[src/rtl/mem_access_stage_if.sv]
// Data-memory request/response bundle between the MEM stage and data memory.
// The stage drives the request side; memory answers with a one-cycle ack pulse.
interface mem_access_stage_if;
  logic        mem_req;
  logic        mem_we;
  logic [31:0] mem_addr;
  logic [31:0] mem_wdata;
  logic        mem_ack;
  logic [31:0] mem_rdata;

  modport master (
    output mem_req,
    output mem_we,
    output mem_addr,
    output mem_wdata,
    input  mem_ack,
    input  mem_rdata
  );

  modport slave (
    input  mem_req,
    input  mem_we,
    input  mem_addr,
    input  mem_wdata,
    output mem_ack,
    output mem_rdata
  );
endinterface

[src/rtl/mem_access_stage.sv]
// MEM pipeline stage: issues lw/sw to data memory, stalls until ack or
// timeout, and loads the M/W latch with results, aborts or bubbles.
module mem_access_stage #(
  parameter int unsigned TIMEOUT = 255
) (
  input  logic               clock,
  input  logic               reset,
  input  logic [31:0]        xm_ALU_out,
  input  logic [31:0]        xm_B,
  input  logic [31:0]        xm_IR,
  input  logic               xm_exception,
  mem_access_stage_if.master mem,
  output logic               mem_stall,
  output logic [31:0]        mw_O,
  output logic [31:0]        mw_D,
  output logic [31:0]        mw_IR,
  output logic               mw_exception
);

  localparam int CW =
    (TIMEOUT > 255) ? $clog2(TIMEOUT + 1) : 8;
  localparam logic [CW-1:0] TMAX = CW'(TIMEOUT);
  localparam logic [4:0] OP_LW = 5'b01000;
  localparam logic [4:0] OP_SW = 5'b00111;

  typedef enum logic {
    IDLE,
    BUSY
  } state_e;

  state_e        state_q, state_d;
  logic [CW-1:0] cnt_q, cnt_d;
  logic [31:0]   addr_q, addr_d;
  logic [31:0]   wdata_q, wdata_d;
  logic [31:0]   ir_q, ir_d;
  logic          sw_q, sw_d;
  logic [31:0]   o_q, o_d;
  logic [31:0]   d_q, d_d;
  logic [31:0]   irw_q, irw_d;
  logic          exc_q, exc_d;
  logic          stall;
  logic          is_lw, is_sw, mem_op;

  assign is_lw  = (xm_IR[31:27] == OP_LW);
  assign is_sw  = (xm_IR[31:27] == OP_SW);
  assign mem_op = (is_lw | is_sw) & ~xm_exception;

  always_comb begin
    state_d = state_q;
    cnt_d   = cnt_q;
    addr_d  = addr_q;
    wdata_d = wdata_q;
    ir_d    = ir_q;
    sw_d    = sw_q;
    // M/W defaults to a bubble; stalled edges keep it
    o_d     = '0;
    d_d     = '0;
    irw_d   = '0;
    exc_d   = 1'b0;
    stall   = 1'b0;
    unique case (state_q)
      IDLE: begin
        if (mem_op) begin
          stall   = 1'b1;
          addr_d  = xm_ALU_out;
          wdata_d = xm_B;
          ir_d    = xm_IR;
          sw_d    = is_sw;
          cnt_d   = '0;
          state_d = BUSY;
        end else begin
          o_d   = xm_ALU_out;
          irw_d = xm_IR;
          exc_d = xm_exception;
        end
      end
      BUSY: begin
        if (mem.mem_ack) begin
          o_d     = addr_q;
          d_d     = sw_q ? 32'd0 : mem.mem_rdata;
          irw_d   = ir_q;
          cnt_d   = '0;
          state_d = IDLE;
        end else if (cnt_q == TMAX) begin
          o_d     = addr_q;
          irw_d   = ir_q;
          exc_d   = 1'b1;
          cnt_d   = '0;
          state_d = IDLE;
        end else begin
          stall = 1'b1;
          cnt_d = cnt_q + CW'(1);
        end
      end
      default: state_d = IDLE;
    endcase
  end

  always_ff @(posedge clock or negedge reset) begin
    if (!reset) begin
      state_q <= IDLE;
      cnt_q   <= '0;
      addr_q  <= '0;
      wdata_q <= '0;
      ir_q    <= '0;
      sw_q    <= 1'b0;
      o_q     <= '0;
      d_q     <= '0;
      irw_q   <= '0;
      exc_q   <= 1'b0;
    end else begin
      state_q <= state_d;
      cnt_q   <= cnt_d;
      addr_q  <= addr_d;
      wdata_q <= wdata_d;
      ir_q    <= ir_d;
      sw_q    <= sw_d;
      o_q     <= o_d;
      d_q     <= d_d;
      irw_q   <= irw_d;
      exc_q   <= exc_d;
    end
  end

  // Stall is combinational on X/M, so gate it while reset is held
  assign mem_stall     = stall & reset;
  assign mem.mem_req   = (state_q == BUSY);
  assign mem.mem_we    = (state_q == BUSY) & sw_q;
  assign mem.mem_addr  = (state_q == BUSY) ? addr_q : 32'd0;
  assign mem.mem_wdata = (state_q == BUSY) ? wdata_q : 32'd0;
  assign mw_O          = o_q;
  assign mw_D          = d_q;
  assign mw_IR         = irw_q;
  assign mw_exception  = exc_q;

endmodule

[src/flat_wrapper.sv]
// flat-port wrapper written by rule: the top's interface ports become plain ports
module mem_access_stage_flat 
#(
  parameter int unsigned TIMEOUT = 255
)
  (clock, reset, xm_ALU_out, xm_B, xm_IR, xm_exception, mem_stall, mw_O, mw_D, mw_IR, mw_exception, mem_mem_req, mem_mem_we, mem_mem_addr, mem_mem_wdata, mem_mem_ack, mem_mem_rdata);
  mem_access_stage_if mem_i ();
  input  logic clock;
  input  logic reset;
  input  logic [31:0] xm_ALU_out;
  input  logic [31:0] xm_B;
  input  logic [31:0] xm_IR;
  input  logic xm_exception;
  output logic mem_stall;
  output logic [31:0] mw_O;
  output logic [31:0] mw_D;
  output logic [31:0] mw_IR;
  output logic mw_exception;
  output wire logic [$bits(mem_i.mem_req)-1:0] mem_mem_req;
  output wire logic [$bits(mem_i.mem_we)-1:0] mem_mem_we;
  output wire logic [$bits(mem_i.mem_addr)-1:0] mem_mem_addr;
  output wire logic [$bits(mem_i.mem_wdata)-1:0] mem_mem_wdata;
  input wire logic [$bits(mem_i.mem_ack)-1:0] mem_mem_ack;
  input wire logic [$bits(mem_i.mem_rdata)-1:0] mem_mem_rdata;
  assign mem_mem_req = mem_i.mem_req;
  assign mem_mem_we = mem_i.mem_we;
  assign mem_mem_addr = mem_i.mem_addr;
  assign mem_mem_wdata = mem_i.mem_wdata;
  assign mem_i.mem_ack = mem_mem_ack;
  assign mem_i.mem_rdata = mem_mem_rdata;
  mem_access_stage #(.TIMEOUT(TIMEOUT)) u_core (.clock(clock), .reset(reset), .xm_ALU_out(xm_ALU_out), .xm_B(xm_B), .xm_IR(xm_IR), .xm_exception(xm_exception), .mem(mem_i), .mem_stall(mem_stall), .mw_O(mw_O), .mw_D(mw_D), .mw_IR(mw_IR), .mw_exception(mw_exception));
endmodule
[config.mk]
export PLATFORM = sky130hd
export DESIGN_NAME = mem_access_stage_flat
export DESIGN_NICKNAME = d
export VERILOG_FILES = /design/src/rtl/mem_access_stage_if.sv /design/src/rtl/mem_access_stage.sv /design/src/flat_wrapper.sv
export SDC_FILE = /design/constraint.sdc
export NUM_CORES = 1
export LEC_CHECK = 0
export CORE_MARGIN = 2
export CORE_UTILIZATION = 41
export DETAILED_ROUTE_END_ITERATION = 10
export GPL_TIMING_DRIVEN = 0
export PLACE_DENSITY_LB_ADDON = 0.3
export SKIP_CTS_REPAIR_TIMING = 1
export SYNTH_ARGS = -nofsm -noshare
export SYNTH_HDL_FRONTEND = slang
export SYNTH_SLANG_ARGS = --single-unit
[constraint.sdc]
create_clock -name clock -period 4.4 [get_ports clock]
set_input_delay 0.66 -clock clock [delete_from_list [all_inputs] [get_ports clock]]
set_output_delay 0.66 -clock clock [all_outputs]
set_load 0.01 [all_outputs]
==> flow_summary.yaml, run 1 <==
yosys:
  synth_top_cell_area_share_pct: 65.08
  ys_top_cells_by_count: "dfrtp_1, and2_1, mux2_2, a22o_1, clkbuf_1"
  synth.distinct_cells: 36
  synth-seq-area-share_pct: 65.08
  async_reset_ff_share_pct: 100.0
  synth.most_common_cell: "dfrtp_1"
  syn_area_um2: 7805
  syn_inst: 543
  synth_edf_count: 0
  ys_ff_latch: 203
  syn_nets: 676
  synth.largest_area_cell: "dfrtp_1"
  yosys-top-cells-area: "dfrtp_1, mux2_2, and2_1"
  synthFlopType: "dfrtp_1"
  ys_warn_count: 0
  syn_area_per_cell_um2: 14.37
floorplan:
  die_area_um2: 20160
  die_h_um: 142.0
  core_area_um2: 18710
  top_level_ports: 296
  die_x_um: 142.0
  num_rows: 50
  start_util_pct: 41.73
timing:
  fmax_mhz: 247.2
  period_needed_ns: 4.046
  slew_headroom_pct: 57.32
  setup_viol: 0
  maxSlewViolCount: 0
  fin_worst_skew_ns: 0.01561
  worst_pin_slew_ns: 0.6383
  finalHoldViolations: 0
  fin_hold_ws_ns: 0.1353
  timing.final.crit_share_pct: 91.95
  rsz0062_at_grt: "false"
clocking:
  cts_root_buffer: "clkbuf_16"
  clkTransAtPathRegs_ns: 0.06
  clockBufferDepth: 3
  cts.sinks: 203
  cts_tree: "built"
  cts_made_buffers: 23
  clock_latency_ns: 0.49
  htree_levels: 1
critical_path:
  cp_data_arrival_time_ns: 3.39
  critPathBufInv: 4
  path_common_cell: "clkdlybuf4s50_1"
  cp-end-kind: "output pin"
  crit_family: "buffers and inverters"
  cp.required_ns: 3.74
  cp_max_fo: 10
  path_cells: "clkdlybuf4s50_1 > and4b_1 > o211ai_2 > buf_2 > buf_4 > nand2_1 > and2_1 > clkdlybuf4s50_1"
  critPathKind: "input port to output pin"
  cp_slowest_cell: "clkdlybuf4s50_1"
  slowest_delay_ns: 0.55
  critPathLaunchType: "input port"
route:
  dr.pass1.iters: 4
  drcViolationCount: 0
  met3_length_mm: 1.756
  antenna_left: 0
  drt-total-wl_mm: 19.53
  wire_per_inst_um: 17.54
  vias: 5494
  highest_layer: "met4"
  wl_met2_mm: 9.548
  viasPerCell: 4.936
  wl_met1_mm: 7.504
  drt_first_iter_violations: 167
power:
  power-per-cell-area_nw_per_um2: 399.2
  p_leak_nw: 5.187
  power_mw: 4.707
  ir_worst_vdd_mv: 0.3540
placed_design:
  portBuffers: 295
  gp_congestion: 0.7783
  hpwl_mm: 14.03
  dpl.cell_count: 1074
worst_hold_path:
  min_path_type: "input port to asynchronous set/reset pin"
global_route:
  antenna_found_initial: 0
  grt_pass1_wl_mm: 30.60
  grt_overflow: 0
  grt_pass1_vias: 5780
  grt_max_degree: 74
  grt_use_total_pct: 19.37
cells_and_area:
  diodes: 0
  multi_input_area_um2: 2547
  final_nets: 998
  drive_gt1_share_pct: 15.59
  seqCellArea_um2: 5080
  filler_cell_count: 1459
  syn2layout_area_growth_pct: 51.06
  fin_cells: 1113
  post-route-util_pct: 63.03
run_status:
  status: "completed"
job:
  maxCapViolations: 0
## power by group
part | internal, mW | leakage, nW | switching (mW)
clock network | 1.01 | 0.332 | 0.723
logic | 0.441 | 2.32 | 0.239
registers | 2.15 | 2.54 | 0.141
total | 3.60 | 5.19 | 1.10
## cell families (layout without fill, tap and decap cells)
logic type                 Yosys count  in the layout  synth area share, %
DFF                                203            203                65.08
buffers and inverters               37            373                2.276
and+or+nand+nor                    123            123                9.683
xor gates and xnor gates             2              2               0.2245
AOI/OAI and AO/OA                   85             85                9.298
muxes                               92             92                13.27
adders and majority gates            1              1               0.1603
## flip-flops by register name (all words and copies together) (netlist names)
name,count
u_core.addr_q,32
u_core.cnt_q,8
u_core.ir_q,32
u_core.mem.mem_req,1
u_core.mw_D,32
u_core.mw_IR,32
u_core.mw_O,32
u_core.mw_exception,1
u_core.sw_q,1
u_core.wdata_q,32
## per-stage QoR
stage               setup slack, ns  setup TNS, ns  cell area, µm²
detailed placement           0.2718              0           11110
global placement             -5.873       -1194.09           11050
finish                       0.3542              0           11790
global route                 0.1563              0           11790
CTS                          0.2616              0           11790
floorplan                     1.930              0            7805
## cells in the final DEF (no fill, tap or decap), types with 3 or more instances in the layout
cell / instances
buf_4: 4
nand3_1: 5
clkbuf_16: 23
nand2_1: 3
nor2_1: 5
clkbuf_1: 23
and2_1: 100
mux2_1: 11
dfrtp_1: 203
clkinv_2: 5
a22o_1: 67
a21o_1: 5
buf_2: 13
mux2_2: 81
clkdlybuf4s50_1: 294
clkbuf_8: 3
## cell type report
cell class                 instances  area share [%]
timing repair buffer             297           25.55
tap                              234           2.483
multi-input combinational        303           21.61
sequential                       203           43.09
inverter                           2         0.06367
clock inverter                     7          0.3396
clock buffer                      32           5.423
buffer                            35           1.443
## routing by layer
metal / vias up / GRT usage, %
li1: 2552 / -
met1: 2699 / 22.20
met2: 202 / 33.50
met3: 41 / 7.133
met4: 0 / 6.789
met5: - / 0
## worst reg2reg max path, cell delays in order (launching register included)
cell      delay (ns)
dfrtp_1         0.46
clkinv_1        0.26
o211ai_2        0.33
buf_2           0.40
buf_4           0.23
mux2_1          0.34
## worst paths after layout
check | start | to | slack (ns) | depth (start not counted)
worst max-delay path | xm_IR[30] | mem_stall | 0.35 | 8
worst min-delay path | reset | u_core.mw_O[17] | 0.14 | 1
worst max register to register | u_core.mem.mem_req | u_core.ir_q[25] | 2.26 | 5
worst min register to register | u_core.wdata_q[4] | u_core.wdata_q[4] | 0.48 | 1
max in group asynchronous | reset | u_core.mw_D[12] | 3.53 | 2
min in group clock | u_core.wdata_q[4] | u_core.wdata_q[4] | 0.48 | 1
Note: power is estimated with default switching activity, not from simulation.
==> run 2, diff against run 1 <==
CORE_ASPECT_RATIO = 0.8   (was unset)
CORE_UTILIZATION = 40   (was 41)
REMOVE_ABC_BUFFERS = 1   (was unset)
clock period = 3.6 ns   (was 4.4 ns; I/O delays follow)
==> run 2 against run 1 <==
  * Wire length rose by 2.9%
  * First-iteration DRC count rose by 60%
  * Sequential power increased by 23%
  * Cell count decreased by 0.45%
  * Die area rose by 2.5%
  * Sequential share of layout area shrank 0.41 points
  * Total power is 28% higher
  * Global-route usage is 0.19 points lower
  * Via count is 0.25% higher
  * Count of clock-buffer cells in the layout decreased by 3
  * Combinational power grew 22%
  * Largest power group unchanged
==> flow_summary.yaml, run 2 (synthesized netlist as in run 1, its figures left out) <==
run_status:
  status: "completed"
clocking:
  cts_root_buffer: "clkbuf_16"
  htree_levels: 1
  clockBufferDepth: 3
  cts.sinks: 203
  cts_tree: "built"
  clock_latency_ns: 0.48
  clkTransAtPathRegs_ns: 0.06
  cts_made_buffers: 21
critical_path:
  path_cells: "buf_12 > clkinv_1 > o211ai_4 > buf_12 > nand2_1 > and2_1 > clkdlybuf4s50_1"
  cp_data_arrival_time_ns: 2.83
  r2r_start: "u_core.mem.mem_req"
  critPathKind: "register to output pin"
  cp.required_ns: 3.06
  slowest_delay_ns: 0.62
  cp_max_fo: 36
  cp-end-kind: "output pin"
  reg2reg_to: "u_core.addr_q[6]"
  r2r_cells: 7
  path_common_cell: "buf_12"
  regToRegSetupSlack_ns: 1.15
  critPathLaunchType: "register"
  cp_slowest_cell: "dfrtp_4"
cells_and_area:
  fin_cells: 1108
  drive_gt1_share_pct: 15.76
  post-route-util_pct: 62.59
  final_nets: 970
  mostFrequentLayoutCells: "clkdlybuf4s50_1, dfrtp_1, and2_1"
  syn2layout_area_growth_pct: 52.61
  layout_commonest_cell: "clkdlybuf4s50_1"
  stdcell_area_um2: 11910
  diodes: 0
floorplan:
  num_rows: 45
  die_h_um: 128.9
  top_level_ports: 296
  start_util_pct: 41.01
  die_x_um: 160.2
  core_area_um2: 19030
  die_area_um2: 20650
route:
  vias: 5508
  antenna_left: 0
  drt-total-wl_mm: 20.10
  drt_first_iter_violations: 267
  wire_per_inst_um: 18.14
  viasPerCell: 4.971
  dr.pass1.iters: 4
  drcViolationCount: 0
power:
  ir_worst_vdd_mv: 0.4255
  power_mw: 6.005
  power-per-cell-area_nw_per_um2: 504.1
  p_leak_nw: 5.232
timing:
  fin_hold_ws_ns: 0.1099
  period_needed_ns: 3.366
  worst_pin_slew_ns: 0.8588
  setup_viol: 0
  fin_worst_skew_ns: 0.01022
  maxSlewViolCount: 0
  fmax_mhz: 297.1
  slew_headroom_pct: 42.74
  timing.final.crit_share_pct: 93.49
  rsz0062_at_grt: "false"
  finalHoldViolations: 0
global_route:
  grt_pass1_wl_mm: 31.50
  grt_use_total_pct: 19.18
  grt_overflow: 0
  antenna_found_initial: 0
  grt_max_degree: 117
  grt_pass1_vias: 5826
placed_design:
  gp_congestion: 0.8156
  hpwl_mm: 14.04
  portBuffers: 295
  dpl.cell_count: 1069
  post_dp_cell_area_um2: 11120
worst_hold_path:
  min_path_type: "input port to asynchronous set/reset pin"
job:
  maxCapViolations: 0
[run 2: cell count changes in the layout (fill, tap and decap cells not counted), moves of 2 or more]
cell | previous run | this run
clkbuf_16 | 23 | 21
bufinv_16 | 0 | 4
buf_12 | 0 | 4
clkinvlp_4 | 2 | 0
buf_2 | 13 | 0
clkbuf_8 | 3 | 7
clkbuf_1 | 23 | 1
buf_4 | 4 | 2
buf_16 | 2 | 4
clkinv_2 | 5 | 3
[run 2: metal layers]
layer  global-route usage, %  vias to the layer above  routed length, µm
met4                   5.405                        0                468
li1                        -                     2483                  -
met1                   23.89                     2741               8138
met2                   32.37                      247               9620
met5                       0                        -                  0
met3                   6.383                       37               1868
[run 2: critical path, delay by kind of cell, from the launching register on]
kind | cells | cell delay, ns
flops | 1 | 0.62
simple gates | 2 | 0.28
compound gates | 1 | 0.20
buf+inv | 4 | 1.23
[run 2: worst max-delay path by stage]
stage | startpoint | end | slack (ns)
final | u_core.mem.mem_req | mem_stall | 0.23
after global placement | reset | u_core.mw_D[17] | -6.13
after CTS | u_core.mem.mem_req | mem_stall | -0.18
after floorplan | xm_IR[28] | mem_stall | -0.75
after detailed placement | xm_IR[30] | mem_stall | -0.03
after global routing | u_core.mem.mem_req | mem_stall | 0.01
[run 2: report_power, final]
group          switching (mW)  leakage, nW  internal (mW)
sequential              0.185         2.53           2.63
combinational           0.296         2.32          0.538
clock                   0.860        0.379           1.49
total                    1.34         5.23           4.66
[run 2: per-stage QoR]
step	setup WS, ns	TNS (ns)
2_1_floorplan	-0.7538	-33.40
3_3_place_gp	-6.129	-1526.95
3_5_place_dp	-0.03018	-0.03018
4_1_cts	-0.1795	-0.1795
5_1_grt	0.01174	0
6_report	0.2343	0
[run 2: final cells by class]
class                           count  area, µm²
Sequential cell                   203       5084
Tap cell                          258      322.8
Clock buffer                       29      625.6
Clock inverter                      7      135.1
Multi-Input combinational cell    304       2574
Timing Repair Buffer              305       3163
Inverter                            2      7.507
Fill cell                        1462       7119
==> edit, RTL diff (settings of run 1) <==
Reset style: synchronous (`reset`), changed in one clocked block.
--- a/src/rtl/mem_access_stage.sv
+++ b/src/rtl/mem_access_stage.sv
@@ -97,5 +97,5 @@
   end
 
-  always_ff @(posedge clock or negedge reset) begin
+  always_ff @(posedge clock) begin
     if (!reset) begin
       state_q <= IDLE;
Function: differs if reset is asserted again (counterexample within 4 cycles, from zero or initial values and one cycle with reset low); with reset held inactive, the same outputs for 4 cycles.
==> edit against run 1 <==
Cell area decreased by 4.4%; core utilization up 1.9 points; worst setup slack better by 0.041 ns; sequential power decreased by 17%; total power is 12% lower; sequential cell count stayed put; wire length up 21%; area after synthesis is 6.6% lower; largest power group unchanged.
==> edit: results (changes against run 1) <==
- Placed Cells: 1352 (+26%)
- Status: completed
- Final HPWL DP: 16800 µm (+20%)
- R2R depth: 7 (+2)
- Pleak: 0.00417 µW (-20%)
- DR WL met3: 2170 µm (+24%)
- Measured slew at the worst slew-check pin: 1.05 ns (+0.407 ns)
- Peak supply drop: 0.278 mV (-21%)
- Top Metal Used: met5
- Final GP Congestion: 0.846 (+8.6%)
- Count of non-CTS inverters in the layout: 1 (-1)
- Via count: 7232 (+32%)
- Fraction of area in non-clock buffers: 29.1% (+2.1 points)
- TritonRoute pass-1 iters: 5 (+1)
- Crit path DAT: 3.34 ns (-0.05 ns)
- First-pass GRT wire length: 35400 µm (+16%)
- Xor/xnor share of the synthesized area: 0.120% (-0.10 points)
- Layout cell share with drive strength beyond 1: 4.30% (-11 points)
- Syn Nets: 966 (+43%)
- Antenna violations before repair: 1 (+1)
- Initial drt markers: 372 (+120%)
- Num sequential: 203 (unchanged)
- RR Endpoint: u_core.mw_IR[24]
- Worst Hold Class: flop to flop
- Final Cycle Share: 91.0% (-0.94 points)
- FFs w/ async S/R, synth: 0% (-100 points)
- Met1 Wirelength: 9500 µm (+27%)
- Met1 usage: 28.8% (+6.6 points)
- Clock-cell share: 6.52% (+0.76 points)
- TritonCTS Buffers: 22 (-4.3%)
- Rows: 48 (-4.0%)
- Post-synthesis mux area share: 0.292% (-13 points)
- Routed wl met2: 11100 µm (+16%)
- Largest net degree at the start of global routing: 14 (-81%)
- DR WL/cell: 17.1 µm (-2.7%)
- Ys flop type: dfxtp_1
- Yosys cell types: 37 (+2.8%)
- Hold Worst Slack: 0.450 ns (+0.315 ns)
- Fillers: 1493 (+2.3%)
- Synth Area in Compound Gates: 13.7% (+4.4 points)
- Syn avg cell area: 8.76 µm² (-39%)
- Clk_skew: 0.0116 ns (-0.00403 ns)
- Number of multi-input logic gates: 555 (+83%)
[edit: changes by cell type in the layout (fill, tap and decap cells not counted), moves of 9 or more]
cell	delta
mux2_1	-11
nand3_1	+90
buf_4	+9
mux2_2	-80
o21ai_0	+65
o22ai_1	+60
a22o_1	-65
nand2_1	+152
dfxtp_1	+203
buf_2	-12
dfrtp_1	-203
o21ai_1	+23
clkbuf_1	+42
[edit: power breakdown]
group / internal, µW / switching, µW
sequential: 1890 / 15.4
combinational: 199 / 158
clock: 1160 / 718
[edit: cells by family after synthesis]
logic type,after synthesis
flops,203
xor+xnor,1
mux,2
simple gates,380
fa+ha+maj,1
compound gates,171
buf+inv,75
[edit: worst max-delay path: stages]
cell and delay [ns]:
clkdlybuf4s50_1 0.58, or4b_4 0.51, a2111oi_4 0.43, buf_2 0.32, a21oi_1 0.09, nor2_1 0.17
clkdlybuf4s50_1 0.58
